--- config.mk ---
export PLATFORM = sky130hd
export DESIGN_NAME = msg_link_arbiter
export DESIGN_NICKNAME = d
export VERILOG_FILES = /design/src/rtl/msg_link_arbiter.sv
export SDC_FILE = /design/constraint.sdc
export NUM_CORES = 1
export LEC_CHECK = 0
export BUFFER_PORTS_ARGS = -buffer_cell sky130_fd_sc_hd__buf_2
export CORE_ASPECT_RATIO = 0.75
export CORE_MARGIN = 2
export CORE_UTILIZATION = 58
export DETAILED_ROUTE_END_ITERATION = 10
export GPL_TIMING_DRIVEN = 0
export PLACE_DENSITY = 0.83
export SLEW_MARGIN = 30
export SYNTH_ARGS = -nofsm -noshare
export SYNTH_HDL_FRONTEND = slang
export SYNTH_SLANG_ARGS = --single-unit
--- constraint.sdc ---
create_clock -name clock -period 2.39 [get_ports clock]
set_input_delay 0.3585 -clock clock [delete_from_list [all_inputs] [get_ports clock]]
set_output_delay 0.3585 -clock clock [all_outputs]
set_load 0.02 [all_outputs]
--- src/rtl/msg_link_arbiter.sv ---
`default_nettype none
// ============================================================================
//  Module   : msg_link_arbiter
//  Purpose  : Round-robin arbiter sharing one message/reply link among NREQ
//             requesters, with reply timeout, bounded retries and error report.
//  Revision : 1.0 - initial release
// ============================================================================
module msg_link_arbiter #(
    parameter int NREQ      = 4,
    parameter int REPLY_W   = 4,
    parameter int TIMEOUT   = 8,
    parameter int MAX_RETRY = 2
) (
    input  logic               clock,
    input  logic               resetn,
    input  logic [NREQ-1:0]    req,
    output logic [NREQ-1:0]    grant,
    output logic               busy,
    output logic               link_msg,
    input  logic [REPLY_W-1:0] link_reply,
    output logic [REPLY_W-1:0] reply_data,
    output logic [NREQ-1:0]    done,
    output logic               err
);

    localparam int PW = (NREQ > 1) ? $clog2(NREQ) : 1;
    localparam int TW = $clog2(TIMEOUT);
    localparam int RW = (MAX_RETRY < 1) ? 1 : $clog2(MAX_RETRY + 1);

    localparam logic [1:0] c_IDLE = 2'd0;
    localparam logic [1:0] c_WAIT = 2'd1;
    localparam logic [1:0] c_RGAP = 2'd2;
    localparam logic [1:0] c_GAP  = 2'd3;

    localparam logic [NREQ-1:0] c_ONEHOT0 = {{(NREQ-1){1'b0}}, 1'b1};

    logic [1:0]         r_state;
    logic [PW-1:0]      r_ptr;
    logic [TW-1:0]      r_timer;
    logic [RW-1:0]      r_retry;
    logic [NREQ-1:0]    r_grant;
    logic               r_busy;
    logic               r_msg;
    logic [REPLY_W-1:0] r_reply;
    logic [NREQ-1:0]    r_done;
    logic               r_err;

    logic               w_found;
    logic [PW-1:0]      w_winner;
    logic [PW-1:0]      w_idx;

    // Round-robin search: first set request strictly after the pointer, wrapping.
    always_comb begin
        w_found  = 1'b0;
        w_winner = '0;
        w_idx    = '0;
        for (int k = 1; k <= NREQ; k++) begin
            w_idx = PW'((int'(r_ptr) + k) % NREQ);
            if (!w_found && req[w_idx]) begin
                w_found  = 1'b1;
                w_winner = w_idx;
            end
        end
    end

    // Transaction sequencer: grant, message/reply handshake, timeout and retry.
    always_ff @(posedge clock or negedge resetn) begin
        if (!resetn) begin
            r_state <= c_IDLE;
            r_ptr   <= PW'(NREQ - 1);
            r_timer <= '0;
            r_retry <= '0;
            r_grant <= '0;
            r_busy  <= 1'b0;
            r_msg   <= 1'b0;
            r_reply <= '0;
            r_done  <= '0;
            r_err   <= 1'b0;
        end else begin
            case (r_state)
                c_IDLE: begin
                    if (w_found) begin
                        r_grant <= c_ONEHOT0 << w_winner;
                        r_ptr   <= w_winner;
                        r_msg   <= 1'b1;
                        r_timer <= '0;
                        r_retry <= '0;
                        r_busy  <= 1'b1;
                        r_state <= c_WAIT;
                    end
                end
                c_WAIT: begin
                    // A reply seen on the timeout cycle still counts as success.
                    if (link_reply != '0) begin
                        r_reply <= link_reply;
                        r_done  <= r_grant;
                        r_msg   <= 1'b0;
                        r_state <= c_GAP;
                    end else if (r_timer != TW'(TIMEOUT - 1)) begin
                        r_timer <= r_timer + TW'(1);
                    end else begin
                        r_msg <= 1'b0;
                        if (r_retry < RW'(MAX_RETRY)) begin
                            r_retry <= r_retry + RW'(1);
                            r_state <= c_RGAP;
                        end else begin
                            r_err   <= 1'b1;
                            r_state <= c_GAP;
                        end
                    end
                end
                c_RGAP: begin
                    r_msg   <= 1'b1;
                    r_timer <= '0;
                    r_state <= c_WAIT;
                end
                default: begin
                    // GAP: pulses end and the link is released.
                    r_done  <= '0;
                    r_err   <= 1'b0;
                    r_grant <= '0;
                    r_busy  <= 1'b0;
                    r_state <= c_IDLE;
                end
            endcase
        end
    end

    assign grant      = r_grant;
    assign busy       = r_busy;
    assign link_msg   = r_msg;
    assign reply_data = r_reply;
    assign done       = r_done;
    assign err        = r_err;

endmodule
`default_nettype wire

==> results.json <==
{
  "fraction_of_synthesized_cell_area_in_xor_and_xnor_cells_pct": 0,
  "crit-reg2reg-launch": "r_state[0]",
  "dieWidth_um": 59.32,
  "iteration_0_drc_count_of_the_detailed_router": 89,
  "overflow": 0,
  "synth.yosys.seq_area_share_pct": 45.30,
  "initial_core_util_pct": 63.87,
  "maximum_buffer_depth_of_the_clock_tree": 2,
  "critPathLaunchType": "flop",
  "yosysTopAreaCellShare_pct": 41.35,
  "gp_congestion": 0.8703,
  "io_buffers": 24,
  "dieHeight_um": 45.49,
  "synthSimpleGateAreaFrac_pct": 19.17,
  "antenna_found_initial": 0,
  "flow.area_growth_from_synthesis_pct": 15.98,
  "placement.setup.worst_slack_ns": 0.5985,
  "wire_per_inst_um": 15.52,
  "dominantRegCellSynth": "sky130_fd_sc_hd__dfrtp_1",
  "max-slew-margin-rel_pct": 62.32,
  "power_leakage_uw": 0.0007241,
  "antenna_left": 0,
  "postSynthNetCount": 144,
  "placed_area_um2": 1481,
  "actual_slew_at_the_worst_max_slew_pin_ns": 0.5610,
  "peakVddDrop_mv": 0.7976,
  "cts_sinks": 24,
  "critical_path.reg2reg.endpoint": "done[3]",
  "hold_path.class": "in2reg",
  "unrepaired_setup_endpoints_after_global_routing": "false",
  "timing.clock.skew_ns": 0.008034,
  "run_status": "finished, final reports clean",
  "worst_setup_path_end_kind": "flop",
  "first_global_vias": 1027,
  "dp.cells": 176,
  "postCtsSetupRepairBufs": 0,
  "worst-endpoint-required_ns": 2.66,
  "dr_total_vias": 1135,
  "grt_start_max_net_pins": 25,
  "setup.worst_path.start": "r_state[0]",
  "synth_compound_gate_area_share_pct": 24.44,
  "worstPathMaxFanout": 6,
  "setup-violations-final": 0,
  "fmax_ghz": 0.5600,
  "syn_inst": 128,
  "regArea_um2": 603.1,
  "largest_family_of_logic_cells_by_synthesized_area": "compound AO/OA/AOI/OAI gates",
  "design.die.area_um2": 2698,
  "tritoncts_clock_tree": "built",
  "htree_num_levels": 1,
  "timing.setup.critical_path_class": "reg2reg",
  "post_cts.resized_instances": 0,
  "final_net_count": 174,
  "netlist-cell-type-count": 37,
  "post-dp-hpwl_um": 2082,
  "fin_ws_ns": 0.6042,
  "grt_use_total_pct": 22.91,
  "boundaryPins": 25,
  "first_pass_iters": 4,
  "yosysWarnings": 0,
  "synth.ff_latch_count": 24,
  "mappedNetlistArea_um2": 1331,
  "postSynthAreaPerCell_um2": 10.40,
  "timing.reg2reg.worst_path_depth": 7,
  "synthAdderAreaFrac_pct": 5.639,
  "synth_common_cells": "22 x sky130_fd_sc_hd__dfrtp_1, 12 x sky130_fd_sc_hd__o21ai_0, 11 x sky130_fd_sc_hd__a22o_1, 10 x sky130_fd_sc_hd__nand3_1, 9 x sky130_fd_sc_hd__nor2_1",
  "wirelength_um": 2809,
  "worst-endpoint-arrival_ns": 2.06,
  "yosys-top-cells-area": "sky130_fd_sc_hd__dfrtp_1 41%, sky130_fd_sc_hd__a22o_1 7.2%, sky130_fd_sc_hd__ha_1 5.6%",
  "power_per_cell_area_nw_per_um2": 1201,
  "totalNegativeSetupSlack_ns": 0,
  "path_clk_slew_ns": 0.13,
  "cp_cell_sequence": "inv_1, ha_1, or2_2, clkbuf_1, nor2_1, a22o_1, a22o_1",
  "layoutNonFillerInstCount": 181,
  "synth.mux.area_fraction_pct": 1.692,
  "final_hold_viol_count": 0,
  "critical_path.endpoint": "done[3]",
  "worst_path_max_delay_cell": "sky130_fd_sc_hd__dfrtp_1",
  "fp-row-count": 14,
  "timing.max_cap.violations": 0,
  "finalCriticalPeriod_ns": 1.786,
  "ratio_of_cells_with_drive_above_1_in_the_final_layout_pct": 26.75,
  "grt_first_pass_wirelength_um": 4581,
  "core-area_um2": 2085,
  "synth_area_leader_cell": "sky130_fd_sc_hd__dfrtp_1",
  "final-max-slew-violation-count": 0,
  "number_of_vias_per_cell_after_detailed_routing": 6.271,
  "power_uw": 1854,
  "post-route-drc-count": 0,
  "tritoncts.num_buffers": 3,
  "design_area_um2": 1544,
  "synth_enable_flop_cells": 0,
  "antenna_cells_inserted": 0,
  "synthMostInstantiatedCell": "sky130_fd_sc_hd__dfrtp_1",
  "fill_cells": 151,
  "insertion_delay_ns": 0.32,
  "crit_path_frequent_cell": "sky130_fd_sc_hd__a22o_1",
  "multi_input_area_um2": 678.2,
  "clockRootBuffer": "sky130_fd_sc_hd__clkbuf_4",
  "fraction_of_registers_with_async_set_reset_pct": 100.0,
  "setup.reg_to_reg.worst_slack_ns": 0.60,
  "critPathMaxStageDelay_ns": 0.42,
  "layout_worst_path_cycle_share_pct": 74.72
}
[per-stage QoR]
| stage | hold WS (ns) | util (%) |
|---|---|---|
| 2_1_floorplan | 0.06291 | - |
| 3_3_place_gp | 0.3574 | 71.07 |
| 3_5_place_dp | 0.3664 | 71.07 |
| 4_1_cts | 0.3152 | 74.07 |
| 5_1_grt | 0.3167 | 74.07 |
| 6_report | 0.3265 | 74.07 |
[area by class of cell]
class,instances,share of cell area (%)
clock inverter,1,1.945
timing repair buffer,25,8.428
inverter,5,1.216
buffer,5,2.026
sequential,24,39.06
multi-input combinational,94,43.92
tap,24,1.945
clock buffer,3,1.459
[routing by layer]
layer / vias up / GRT usage, % / wire, µm
li1: 547 / - / -
met1: 543 / 32.66 / 1364
met2: 43 / 35.60 / 1232
met3: 2 / 5.114 / 198
met4: 0 / 5.909 / 14
met5: - / 0 / 0
[cells by family after synthesis]
| kind of cell | Yosys count |
|---|---|
| adder cells (fa/ha/maj) | 6 |
| AND/OR/NAND/NOR | 42 |
| flip-flops | 24 |
| buffers and inverters | 10 |
| multiplexers | 2 |
| AO/OA/AOI/OAI | 44 |
[registers in the layout, summed over array words and instances (netlist names)]
name,flops
done,4
grant,4
reply_data,4
r_timer,3
r_ptr,2
r_retry,2
r_state,2
busy,1
err,1
link_msg,1
[worst max-delay path: cells and delay by family, from the launching register on]
family	cells	cell delay, ns
flip-flops	1	0.42
AND/OR/NAND/NOR	2	0.54
adder cells (fa/ha/maj)	1	0.23
AO/OA/AOI/OAI	2	0.29
buffers and inverters	2	0.26
[layout by cell type (no fill, tap or decap), types with 2 or more instances in the layout]
| cell | Yosys | layout |
|---|---|---|
| sky130_fd_sc_hd__a22o_1 | 11 | 11 |
| sky130_fd_sc_hd__nand3b_1 | 3 | 3 |
| sky130_fd_sc_hd__nand2_1 | 4 | 4 |
| sky130_fd_sc_hd__nor3_1 | 2 | 2 |
| sky130_fd_sc_hd__dfrtp_1 | 22 | 22 |
| sky130_fd_sc_hd__o21ai_0 | 12 | 12 |
| sky130_fd_sc_hd__mux2_2 | 2 | 2 |
| sky130_fd_sc_hd__or2_2 | 2 | 2 |
| sky130_fd_sc_hd__a31oi_1 | 2 | 2 |
| sky130_fd_sc_hd__nand2b_1 | 5 | 5 |
| sky130_fd_sc_hd__inv_1 | 5 | 5 |
| sky130_fd_sc_hd__buf_2 | 1 | 25 |
| sky130_fd_sc_hd__dfstp_2 | 2 | 2 |
| sky130_fd_sc_hd__clkbuf_4 | 0 | 3 |
| sky130_fd_sc_hd__and3_1 | 2 | 2 |
| sky130_fd_sc_hd__ha_1 | 6 | 6 |
| sky130_fd_sc_hd__clkbuf_1 | 2 | 2 |
| sky130_fd_sc_hd__nor4_4 | 2 | 2 |
| sky130_fd_sc_hd__nand3_1 | 10 | 10 |
| sky130_fd_sc_hd__a21oi_1 | 6 | 6 |
| sky130_fd_sc_hd__nor2_1 | 9 | 9 |
| sky130_fd_sc_hd__o31ai_1 | 2 | 2 |
[repair_timing]
item	in CTS	in global routing
hold buffers	1	0
endpoints found under the hold margin	9	0
setup endpoints to repair	0	0
[power by group]
group	switching [µW]	leakage, µW	internal [µW]
clock	122	0.0000279	170
sequential	108	0.000311	555
combinational	546	0.000385	352
[worst min path at each step]
stage | depth (start not counted) | slack (ns) | end | startpoint
5_1_grt | 2 | 0.32 | reply_data[1] | link_reply[1]
6_report | 2 | 0.33 | reply_data[1] | link_reply[1]
3_3_place_gp | 1 | 0.36 | done[2] | resetn
4_1_cts | 2 | 0.32 | reply_data[1] | link_reply[1]
2_1_floorplan | 0 | 0.06 | busy | resetn
3_5_place_dp | 1 | 0.37 | done[0] | resetn
No activity file was read; power rests on OpenSTA's default activity.
